**config.mk**
```make
export PLATFORM = sky130hd
export DESIGN_NAME = id_hazard_ctrl_flat
export DESIGN_NICKNAME = d
export VERILOG_FILES = /design/src/rtl/id_hazard_ctrl_pkg.sv /design/src/rtl/id_hazard_ctrl_if.sv /design/src/rtl/id_hazard_ctrl_hz_sat_counter.sv /design/src/rtl/id_hazard_ctrl.sv /design/src/flat_wrapper.sv
export SDC_FILE = /design/constraint.sdc
export NUM_CORES = 1
export LEC_CHECK = 0
export CAP_MARGIN = 20
export CORE_MARGIN = 5
export CORE_UTILIZATION = 55
export CTS_CLUSTER_DIAMETER = 80
export DETAILED_ROUTE_END_ITERATION = 10
export DONT_BUFFER_PORTS = 1
export GPL_TIMING_DRIVEN = 0
export PLACE_DENSITY_LB_ADDON = 0.1
export SLEW_MARGIN = 30
export SYNTH_ARGS = -nofsm -noshare
export SYNTH_HDL_FRONTEND = slang
export SYNTH_SLANG_ARGS = --single-unit
```
**constraint.sdc**
```tcl
create_clock -name i_clk -period 1.8 [get_ports i_clk]
set_input_delay 0.27 -clock i_clk [delete_from_list [all_inputs] [get_ports i_clk]]
set_output_delay 0.27 -clock i_clk [all_outputs]
set_load 0.02 [all_outputs]
```
**src/rtl/id_hazard_ctrl_pkg.sv**
```systemverilog
// Shared pipeline control types for the 5-stage core: stage control bundles
// and the hazard controller state encoding.
package id_hazard_ctrl_pkg;

  typedef enum logic [1:0] {
    ST_RUN     = 2'd0,
    ST_LDSTALL = 2'd1,
    ST_MEMWAIT = 2'd2
  } hazard_state_t;

  typedef struct packed {
    logic [2:0] width;
    logic       mem_unsigned;
    logic       mem_write;
    logic       mem_read;
    logic       mem_en;
  } mem_ctrl_t;

  typedef struct packed {
    logic reg_write;
    logic mem_to_reg;
  } wb_ctrl_t;

  localparam int MEM_RD_BIT = 1;

  // x0 is hard-wired zero, so a load targeting it never creates a dependency.
  function automatic logic src_match(input logic [4:0] rd,
                                     input logic [4:0] rs1,
                                     input logic [4:0] rs2);
    return (rd != 5'd0) && ((rd == rs1) || (rd == rs2));
  endfunction

endpackage

```
**src/rtl/id_hazard_ctrl_if.sv**
```systemverilog
// Signal bundle between the pipeline datapath and the hazard controller.
interface id_hazard_ctrl_if #(parameter int CNT_W = 32);
  logic [4:0]       i_rdReg1;
  logic [4:0]       i_rdReg2;
  logic             i_idValid;
  logic [6:0]       i_exCtrlMEM;
  logic [4:0]       i_exWriteReg;
  logic             i_redirect;
  logic             i_dmemBusy;
  logic             i_cntClr;
  logic             o_pcWrite;
  logic             o_ifidWrite;
  logic             o_ifidFlush;
  logic             o_idexWrite;
  logic             o_idexBubble;
  logic             o_exmemWrite;
  logic             o_exmemFlush;
  logic [1:0]       o_state;
  logic [CNT_W-1:0] o_stallCnt;
  logic [CNT_W-1:0] o_flushCnt;
  logic             o_memTimeout;

  modport slave (
    input  i_rdReg1, i_rdReg2, i_idValid, i_exCtrlMEM, i_exWriteReg,
           i_redirect, i_dmemBusy, i_cntClr,
    output o_pcWrite, o_ifidWrite, o_ifidFlush, o_idexWrite, o_idexBubble,
           o_exmemWrite, o_exmemFlush, o_state, o_stallCnt, o_flushCnt, o_memTimeout
  );

  modport master (
    output i_rdReg1, i_rdReg2, i_idValid, i_exCtrlMEM, i_exWriteReg,
           i_redirect, i_dmemBusy, i_cntClr,
    input  o_pcWrite, o_ifidWrite, o_ifidFlush, o_idexWrite, o_idexBubble,
           o_exmemWrite, o_exmemFlush, o_state, o_stallCnt, o_flushCnt, o_memTimeout
  );
endinterface

```
**src/rtl/id_hazard_ctrl_hz_sat_counter.sv**
```systemverilog
// Saturating up-counter with synchronous clear; clear wins over increment.
module hz_sat_counter #(
  parameter int W = 32
) (
  input  logic         i_clk,
  input  logic         i_rst_n,
  input  logic         i_inc,
  input  logic         i_clr,
  output logic [W-1:0] o_cnt
);

  logic [W-1:0] cnt_q, cnt_d;

  always_comb begin
    cnt_d = cnt_q;
    if (i_clr)                     cnt_d = '0;
    else if (i_inc && cnt_q != '1) cnt_d = cnt_q + 1'b1;
  end

  // NOTE: flops use non-blocking assignment so every register samples pre-edge values.
  always_ff @(posedge i_clk or negedge i_rst_n) begin
    if (!i_rst_n) cnt_q <= '0;
    else          cnt_q <= cnt_d;
  end

  assign o_cnt = cnt_q;

endmodule

```
**src/rtl/id_hazard_ctrl.sv**
```systemverilog
// Hazard controller beside ID: load-use stalls, MEM-resolved redirects and
// data-memory freezes, plus debug stall/flush counters and a timeout flag.
module id_hazard_ctrl
  import id_hazard_ctrl_pkg::*;
#(
  parameter int CNT_W       = 32,
  parameter int MEM_TIMEOUT = 256
) (
  input logic              i_clk,
  input logic              i_rst_n,
  id_hazard_ctrl_if.slave  hz
);

  localparam int RUN_W = $clog2(MEM_TIMEOUT + 1);
  localparam logic [RUN_W-1:0] RUN_MAX = RUN_W'(MEM_TIMEOUT);

  hazard_state_t    state_q, state_d;
  logic             lu;
  logic             pc_write, ifid_write, ifid_flush, idex_write, idex_bubble;
  logic             exmem_write, exmem_flush, flush_inc;
  logic [RUN_W-1:0] busy_run_q, busy_run_d;
  logic             timeout_q, timeout_d;

  // In LDSTALL the load has moved to MEM and is forwarded, so the match is stale.
  assign lu = hz.i_idValid && hz.i_exCtrlMEM[MEM_RD_BIT] && (state_q != ST_LDSTALL)
              && src_match(hz.i_exWriteReg, hz.i_rdReg1, hz.i_rdReg2);

  // NOTE: every output of this block gets a default first, so no path infers a latch.
  always_comb begin
    state_d     = ST_RUN;
    pc_write    = 1'b1;
    ifid_write  = 1'b1;
    ifid_flush  = 1'b0;
    idex_write  = 1'b1;
    idex_bubble = 1'b0;
    exmem_write = 1'b1;
    exmem_flush = 1'b0;
    flush_inc   = 1'b0;
    if (hz.i_dmemBusy) begin
      // Full freeze; a redirect in EX/MEM is held there and taken once memory frees up.
      pc_write    = 1'b0;
      ifid_write  = 1'b0;
      idex_write  = 1'b0;
      exmem_write = 1'b0;
      state_d     = ST_MEMWAIT;
    end else if (hz.i_redirect) begin
      ifid_flush  = 1'b1;
      idex_bubble = 1'b1;
      exmem_flush = 1'b1;
      flush_inc   = 1'b1;
    end else if (lu) begin
      pc_write    = 1'b0;
      ifid_write  = 1'b0;
      idex_bubble = 1'b1;
      state_d     = ST_LDSTALL;
    end
  end

  always_ff @(posedge i_clk or negedge i_rst_n) begin
    if (!i_rst_n) state_q <= ST_RUN;
    else          state_q <= state_d;
  end

  always_comb begin
    busy_run_d = '0;
    timeout_d  = timeout_q;
    if (hz.i_cntClr) begin
      timeout_d = 1'b0;
    end else if (hz.i_dmemBusy) begin
      busy_run_d = (busy_run_q == RUN_MAX) ? busy_run_q : busy_run_q + 1'b1;
      if (busy_run_d == RUN_MAX) timeout_d = 1'b1;
    end
  end

  always_ff @(posedge i_clk or negedge i_rst_n) begin
    if (!i_rst_n) begin
      busy_run_q <= '0;
      timeout_q  <= 1'b0;
    end else begin
      busy_run_q <= busy_run_d;
      timeout_q  <= timeout_d;
    end
  end

  hz_sat_counter #(.W(CNT_W)) u_stall_cnt (
    .i_clk   (i_clk),
    .i_rst_n (i_rst_n),
    .i_inc   (!pc_write),
    .i_clr   (hz.i_cntClr),
    .o_cnt   (hz.o_stallCnt)
  );

  hz_sat_counter #(.W(CNT_W)) u_flush_cnt (
    .i_clk   (i_clk),
    .i_rst_n (i_rst_n),
    .i_inc   (flush_inc),
    .i_clr   (hz.i_cntClr),
    .o_cnt   (hz.o_flushCnt)
  );

  assign hz.o_pcWrite    = pc_write;
  assign hz.o_ifidWrite  = ifid_write;
  assign hz.o_ifidFlush  = ifid_flush;
  assign hz.o_idexWrite  = idex_write;
  assign hz.o_idexBubble = idex_bubble;
  assign hz.o_exmemWrite = exmem_write;
  assign hz.o_exmemFlush = exmem_flush;
  assign hz.o_state      = state_q;
  assign hz.o_memTimeout = timeout_q;

endmodule

```
**src/flat_wrapper.sv**
```systemverilog
// flat-port wrapper written by rule: the top's interface ports become plain ports
module id_hazard_ctrl_flat import id_hazard_ctrl_pkg::*;
#(
  parameter int CNT_W       = 32,
  parameter int MEM_TIMEOUT = 256
)
  (i_clk, i_rst_n, hz_i_rdReg1, hz_i_rdReg2, hz_i_idValid, hz_i_exCtrlMEM, hz_i_exWriteReg, hz_i_redirect, hz_i_dmemBusy, hz_i_cntClr, hz_o_pcWrite, hz_o_ifidWrite, hz_o_ifidFlush, hz_o_idexWrite, hz_o_idexBubble, hz_o_exmemWrite, hz_o_exmemFlush, hz_o_state, hz_o_stallCnt, hz_o_flushCnt, hz_o_memTimeout);
  id_hazard_ctrl_if #(.CNT_W(CNT_W)) hz_i ();
  input logic i_clk;
  input logic i_rst_n;
  input wire logic [$bits(hz_i.i_rdReg1)-1:0] hz_i_rdReg1;
  input wire logic [$bits(hz_i.i_rdReg2)-1:0] hz_i_rdReg2;
  input wire logic [$bits(hz_i.i_idValid)-1:0] hz_i_idValid;
  input wire logic [$bits(hz_i.i_exCtrlMEM)-1:0] hz_i_exCtrlMEM;
  input wire logic [$bits(hz_i.i_exWriteReg)-1:0] hz_i_exWriteReg;
  input wire logic [$bits(hz_i.i_redirect)-1:0] hz_i_redirect;
  input wire logic [$bits(hz_i.i_dmemBusy)-1:0] hz_i_dmemBusy;
  input wire logic [$bits(hz_i.i_cntClr)-1:0] hz_i_cntClr;
  output wire logic [$bits(hz_i.o_pcWrite)-1:0] hz_o_pcWrite;
  output wire logic [$bits(hz_i.o_ifidWrite)-1:0] hz_o_ifidWrite;
  output wire logic [$bits(hz_i.o_ifidFlush)-1:0] hz_o_ifidFlush;
  output wire logic [$bits(hz_i.o_idexWrite)-1:0] hz_o_idexWrite;
  output wire logic [$bits(hz_i.o_idexBubble)-1:0] hz_o_idexBubble;
  output wire logic [$bits(hz_i.o_exmemWrite)-1:0] hz_o_exmemWrite;
  output wire logic [$bits(hz_i.o_exmemFlush)-1:0] hz_o_exmemFlush;
  output wire logic [$bits(hz_i.o_state)-1:0] hz_o_state;
  output wire logic [$bits(hz_i.o_stallCnt)-1:0] hz_o_stallCnt;
  output wire logic [$bits(hz_i.o_flushCnt)-1:0] hz_o_flushCnt;
  output wire logic [$bits(hz_i.o_memTimeout)-1:0] hz_o_memTimeout;
  assign hz_i.i_rdReg1 = hz_i_rdReg1;
  assign hz_i.i_rdReg2 = hz_i_rdReg2;
  assign hz_i.i_idValid = hz_i_idValid;
  assign hz_i.i_exCtrlMEM = hz_i_exCtrlMEM;
  assign hz_i.i_exWriteReg = hz_i_exWriteReg;
  assign hz_i.i_redirect = hz_i_redirect;
  assign hz_i.i_dmemBusy = hz_i_dmemBusy;
  assign hz_i.i_cntClr = hz_i_cntClr;
  assign hz_o_pcWrite = hz_i.o_pcWrite;
  assign hz_o_ifidWrite = hz_i.o_ifidWrite;
  assign hz_o_ifidFlush = hz_i.o_ifidFlush;
  assign hz_o_idexWrite = hz_i.o_idexWrite;
  assign hz_o_idexBubble = hz_i.o_idexBubble;
  assign hz_o_exmemWrite = hz_i.o_exmemWrite;
  assign hz_o_exmemFlush = hz_i.o_exmemFlush;
  assign hz_o_state = hz_i.o_state;
  assign hz_o_stallCnt = hz_i.o_stallCnt;
  assign hz_o_flushCnt = hz_i.o_flushCnt;
  assign hz_o_memTimeout = hz_i.o_memTimeout;
  id_hazard_ctrl #(.CNT_W(CNT_W), .MEM_TIMEOUT(MEM_TIMEOUT)) u_core (.i_clk(i_clk), .i_rst_n(i_rst_n), .hz(hz_i));
endmodule
```
==> flow_summary.json, run 1 <==
{
  "status": "finished with violations",
  "violations": "negative hold slack, negative setup slack",
  "drive_above_1_share": 0.4776,
  "die-area_um2": 10030,
  "area_growth_pct": 35.79,
  "rsz0062_at_grt": "yes",
  "p_leak_nw": 2.316,
  "ys_top_cells_by_count": "dfrtp_1, nor2_1, nand2_1, a21oi_1, xnor2_1",
  "core_area_um2": 7807,
  "grt_pass1_vias": 3992,
  "routedWlPerCell_um": 20.74,
  "fillCellCount": 516,
  "yosysWarnings": 0,
  "cts-root-buf": "clkbuf_8",
  "worstSetupPathType": "in2out",
  "p_per_area_nw_per_um2": 574.8,
  "worstMarginPinSlew_ns": 0.7016,
  "crit_fanout": 6,
  "fin_ws_ns": -0.3164,
  "holdWs_ns": -0.3953,
  "overflow": 0,
  "cts.sinks": 76,
  "fmax_mhz": 472.5,
  "final_cells": 638,
  "hpwlAfterDp_um": 7926,
  "numPortBuffers": 0,
  "grt.busiest_layer": "met2",
  "relSlewSlack": 0.5323,
  "clkTransAtPathRegs_ns": 0.08,
  "io_pins": 102,
  "clkLatencyLatePin_ns": 0.36,
  "dp_cells": 575,
  "num_vias": 4106,
  "drcViolationCount": 0,
  "reg2reg_to": "u_core.u_stall_cnt.o_cnt[28]",
  "cp-start-kind": "input port",
  "grt_max_degree": 77,
  "drt_wl_total_um": 13230,
  "gp_congestion": 0.8152,
  "initial_core_util": 0.5728,
  "drt_iter0_drc": 268,
  "row_count": 32,
  "synth_cells": 473,
  "cts_tree": "done",
  "fin_skew_ns": 0.007956,
  "avgViaCountPerCell": 6.436,
  "drv_slew": 0,
  "period_share": 1.176,
  "drt-pass1-iter-count": 5,
  "hold_path.class": "in2async",
  "grt_pass1_wl_um": 19910,
  "syn_nets": 505,
  "grt_usage": 0.2461,
  "ff2ff_setup_slack_ns": -0.29,
  "cts_buffers": 9,
  "cts_hold_buf": 2,
  "synth_most_common_cell": "dfrtp_1",
  "met2_usage": 0.4225,
  "r2r-start": "u_core.u_stall_cnt.o_cnt[14]",
  "die_x_um": 100.2,
  "use_met3": 0.07922,
  "synth-seq-cells": 76,
  "netlist_area_um2": 4472,
  "fin_nets": 563,
  "die_h_um": 100.2,
  "use_met1": 0.2935,
  "clock_path_buffers": 2,
  "rr_worst_depth": 6,
  "place_ws_ns": -0.4421,
  "grt_antenna_before_repair": 0,
  "synth_top_cell_by_area": "dfrtp_1",
  "irDropWorstVdd_mv": 0.3980,
  "synthDistinctLibCells": 63,
  "synth_top_cell_area_share": 0.4253,
  "cap_violations": 0,
  "finalSetupViolCount": 54,
  "tns_ns": -9.230,
  "avgSynthCellArea_um2": 9.454,
  "period_minus_slack_ns": 2.116,
  "finalHoldViolCount": 76,
  "synth_edf_count": 0,
  "critPathRequiredTime_ns": 1.53,
  "end_kind": "primary output",
  "ant_nets": 0,
  "htree_levels": 3,
  "antenna_cells": 0,
  "synthArstFlopShare": 1.000,
  "synth-main-ff-cell": "dfrtp_1",
  "yosysSeqAreaShare": 0.4253,
  "worstPathArrival_ns": 1.85,
  "ys_top_cells_by_area": "dfrtp_1, xnor2_1, nor2_1"
}
==> state kept, by name, summed over array words and instances, names as in the netlist <==
register / count
u_core.hz.o_state: 2
u_core.u_stall_cnt.o_cnt: 32
u_core.hz.o_memTimeout: 1
u_core.u_flush_cnt.o_cnt: 32
u_core.busy_run_q: 9
==> kinds of logic (layout without fill, tap and decap cells) <==
family / Yosys count / count (layout) / synth area share
buffers and inverters: 35 / 98 / 0.04337
adders and majority gates: 4 / 4 / 0.01119
muxes: 6 / 6 / 0.01819
xor gates and xnor gates: 43 / 43 / 0.08422
and+or+nand+nor: 223 / 223 / 0.2862
AOI/OAI and AO/OA: 86 / 86 / 0.1315
DFF: 76 / 76 / 0.4253
==> routing by layer <==
metal | part of all wire | vias to the layer above | wire length [um]
met5 | 0 | - | 0
met1 | 0.40 | 2040 | 5240
met4 | 0.016 | 0 | 211
met3 | 0.076 | 20 | 1002
li1 | - | 1883 | -
met2 | 0.51 | 163 | 6777
==> metrics by stage <==
step,utilization,cell area [um^2],total power [mW]
after floorplan,-,4649,1.929
after global placement,0.6119,4777,1.969
after detailed placement,0.6119,4777,1.973
after CTS,0.7309,5707,3.494
after global routing,0.7777,6072,3.609
final,0.7777,6072,3.490
==> critical path, stage by stage <==
cell,delay (ns)
or4_1,0.55
o2111a_2,0.31
o21a_4,0.25
nand2_8,0.09
buf_12,0.12
buf_12,0.14
buf_8,0.11
==> where the power goes <==
group	internal [mW]	switching [mW]	leakage [nW]	total (mW)
logic	0.121	0.153	1.24	0.275
registers	1.72	0.0250	0.960	1.74
clock network	0.818	0.657	0.116	1.48
==> layout by cell type, fill, tap and decap left out, drive strengths merged, types with 14 or more instances in the layout <==
master,instances
and3,19
or4,14
nand4,22
nor2,45
xnor2,26
clkbuf,18
dfrtp,76
nand2,34
nand3,23
a21oi,28
xor2,17
buf,61
==> worst max-delay path by stage <==
stage                                       from                      endpoint  slack, ns  cells after the start
floorplan                     hz_i_exWriteReg[0]                  hz_o_pcWrite      -0.21                      7
global placement    u_core.u_stall_cnt.o_cnt[26]  u_core.u_stall_cnt.o_cnt[17]      -0.43                      7
detailed placement  u_core.u_stall_cnt.o_cnt[26]  u_core.u_stall_cnt.o_cnt[17]      -0.44                      7
CTS                         u_core.hz.o_state[1]                  hz_o_pcWrite      -0.30                      7
global route         u_core.u_stall_cnt.o_cnt[9]   u_core.u_stall_cnt.o_cnt[5]      -0.35                      9
finish                        hz_i_exWriteReg[0]                  hz_o_pcWrite      -0.32                      7
==> area by class of cell <==
class / instances / area [um^2] / share of cell area
Multi-Input combinational cell: 362 / 3017 / 0.4968
Sequential cell: 76 / 1976 / 0.3254
Timing Repair Buffer: 51 / 504.2 / 0.08304
Buffer: 21 / 185.2 / 0.03050
Clock buffer: 10 / 137.6 / 0.02267
Tap cell: 102 / 127.6 / 0.02102
Clock inverter: 6 / 87.58 / 0.01442
Inverter: 10 / 37.54 / 0.006182
==> timing repair <==
item                                   in CTS  in global routing
endpoints found under the hold margin      78                 76
gates resized for setup                    92                 73
setup endpoints to repair                  67                 66
pin swaps                                  59                 45
setup buffers                              38                  8
gates cloned                                3                  1
Note: power is estimated with default switching activity, not from simulation.
==> inputs of run 2 (changes only) <==
CELL_PAD_IN_SITES_DETAIL_PLACEMENT = 0   (was not set)
CELL_PAD_IN_SITES_GLOBAL_PLACEMENT = 1   (was not set)
CORE_UTILIZATION = 45   (was 55)
CTS_BUF_LIST = sky130_fd_sc_hd__clkbuf_8   (was not set)
==> run 2 against run 1 <==
Against the previous run:
- the flow still finishes with violations (negative hold slack, negative setup slack)
- die area up 20%
- fmax up 0.59%
- clock skew up 0.00069 ns
- design area down 0.89%
- cell count up 6.0%
- highest routed layer unchanged
==> flow_summary.json, run 2 (synthesized netlist as in run 1, its figures left out) <==
{
  "cts_hold_buf": 2,
  "grt_max_degree": 77,
  "worstPathArrival_ns": 1.83,
  "htree_levels": 3,
  "grt_antenna_before_repair": 0,
  "critPathRequiredTime_ns": 1.53,
  "die-area_um2": 12030,
  "hold_path.class": "in2async",
  "die_x_um": 109.7,
  "pwr-share-seq": 0.542,
  "initial_core_util": 0.4596,
  "power_frac_clock": 0.372,
  "period_share": 1.169,
  "power.switching_uw": 820.7,
  "end_kind": "primary output",
  "row_count": 36,
  "fin_ws_ns": -0.3039,
  "num_vias": 4012,
  "p_int_mw": 2.394,
  "ant_nets": 0,
  "cts-root-buf": "clkbuf_8",
  "status": "finished with violations",
  "die_h_um": 109.7,
  "cpPeakStageDelay_ns": 0.46,
  "period_minus_slack_ns": 2.104,
  "routedWlPerCell_um": 19.16,
  "p_leak_nw": 2.260,
  "violations": "negative hold slack, negative setup slack",
  "worstMarginPinSlew_ns": 0.7084,
  "dp_cells": 606,
  "finalHoldViolCount": 76,
  "final_cells": 676,
  "hpwlAfterDp_um": 8270,
  "mostFrequentLayoutCell": "dfrtp_2",
  "cap_violations": 0,
  "comb_power_share": 0.086,
  "fin_nets": 570,
  "irDropWorstVdd_mv": 0.4298,
  "drive_above_1_share": 0.4494,
  "clkTransAtPathRegs_ns": 0.08,
  "p_per_area_nw_per_um2": 534.2,
  "drt-pass1-iter-count": 4,
  "numPortBuffers": 0,
  "fin_skew_ns": 0.008641,
  "tns_ns": -13.56,
  "drt_iter0_drc": 250,
  "grt_pass1_vias": 4073,
  "cp_common_cell": "buf_12",
  "fmax_mhz": 475.3,
  "overflow": 0,
  "clock_path_buffers": 2,
  "grt_usage": 0.2197,
  "cts_tree": "done",
  "finalSetupViolCount": 66,
  "final_core_util": 0.6186,
  "avgViaCountPerCell": 5.935,
  "drt_wl_total_um": 12950,
  "cts.sinks": 76,
  "cp-start-kind": "register",
  "final_cell_mix": "dfrtp_2, nor2_1, buf_4",
  "drv_slew": 0,
  "rsz0062_at_grt": "yes",
  "crit_chain": "nand2b_1, o2111a_1, o21a_4, nand2_8, buf_12, buf_12, buf_8",
  "io_pins": 102,
  "holdWs_ns": -0.3903,
  "gp_congestion": 0.7937,
  "worstSetupPathType": "reg2out",
  "drcViolationCount": 0,
  "cts_buffers": 9,
  "crit_fanout": 6,
  "antenna_cells": 0,
  "clkLatencyLatePin_ns": 0.35,
  "core_area_um2": 9729,
  "swShare": 0.2553,
  "area_growth_pct": 34.58,
  "grt_pass1_wl_um": 20740,
  "relSlewSlack": 0.5277,
  "worst_path_max_delay_cell": "dfrtp_2"
}
-- run 2: cell count changes in the layout (fill, tap and decap cells not counted), moves of 3 or more --
cell     delta
and3_4      -3
nand2_2     -5
or3_1       -5
or3_4       +5
and3_1      +3
inv_1       +4
buf_4       +7
nand2_1     +6
-- run 2: final cells by class --
cell class / count / area (um^2)
Buffer: 23 / 209.0
Clock buffer: 11 / 151.4
Clock inverter: 5 / 21.27
Fill cell: 785 / 3711
Inverter: 10 / 37.54
Multi-Input combinational cell: 362 / 2929
Sequential cell: 76 / 1977
Tap cell: 133 / 166.4
Timing Repair Buffer: 56 / 526.8
-- run 2: power groups by stage --
stage / Sequential [mW] / Combinational [mW] / Clock (mW)
after detailed placement: 1.78 / 0.204 / 0
after CTS: 1.74 / 0.257 / 1.22
final: 1.74 / 0.277 / 1.20
after global placement: 1.78 / 0.202 / 0
after global routing: 1.74 / 0.298 / 1.31
after floorplan: 1.77 / 0.158 / 0
-- run 2: layer usage --
layer	vias to the layer above	wire length [um]	global-route usage
met2	109	6447	0.3684
met1	1998	5400	0.2696
met3	20	921	0.07223
li1	1885	-	-
met4	0	184	0.06500
met5	-	0	0
-- run 2: worst paths after layout --
check,to,depth (start not counted),slack [ns],start
worst min register to register,u_core.busy_run_q[8],2,0.61,u_core.busy_run_q[8]
worst max register to register,u_core.u_stall_cnt.o_cnt[17],8,-0.30,u_core.u_stall_cnt.o_cnt[6]
min in group i_clk,u_core.u_stall_cnt.o_cnt[23],2,0.07,hz_i_cntClr
worst min-delay path,u_core.u_stall_cnt.o_cnt[7],0,-0.39,i_rst_n
max in group asynchronous,u_core.u_flush_cnt.o_cnt[21],0,2.02,i_rst_n
worst max-delay path,hz_o_pcWrite,7,-0.30,u_core.hz.o_state[0]
-- run 2: stage by stage --
step,hold slack [ns],area [um^2],power (mW),worst slack [ns]
after floorplan,-0.02559,4649,1.929,-0.2142
after detailed placement,-0.02304,4816,1.980,-0.4774
after global placement,-0.02283,4816,1.977,-0.4762
after CTS,-0.4113,5599,3.218,-0.3203
after global routing,-0.4198,6018,3.350,-0.3914
final,-0.3903,6018,3.215,-0.3039
-- run 2: critical path, delay by kind of cell, from the launching register on --
| family | cells | cell delay [ns] |
|---|---|---|
| flops | 1 | 0.46 |
| buf+inv | 3 | 0.42 |
| simple gates | 2 | 0.17 |
| compound gates | 2 | 0.44 |
-- run 2: what timing repair did --
item,in CTS,in global routing
gates resized for setup,76,73
hold endpoints to repair,78,76
gates cloned,3,1
buffers inserted,38,14
pin swaps,53,48
setup endpoints to repair,64,67
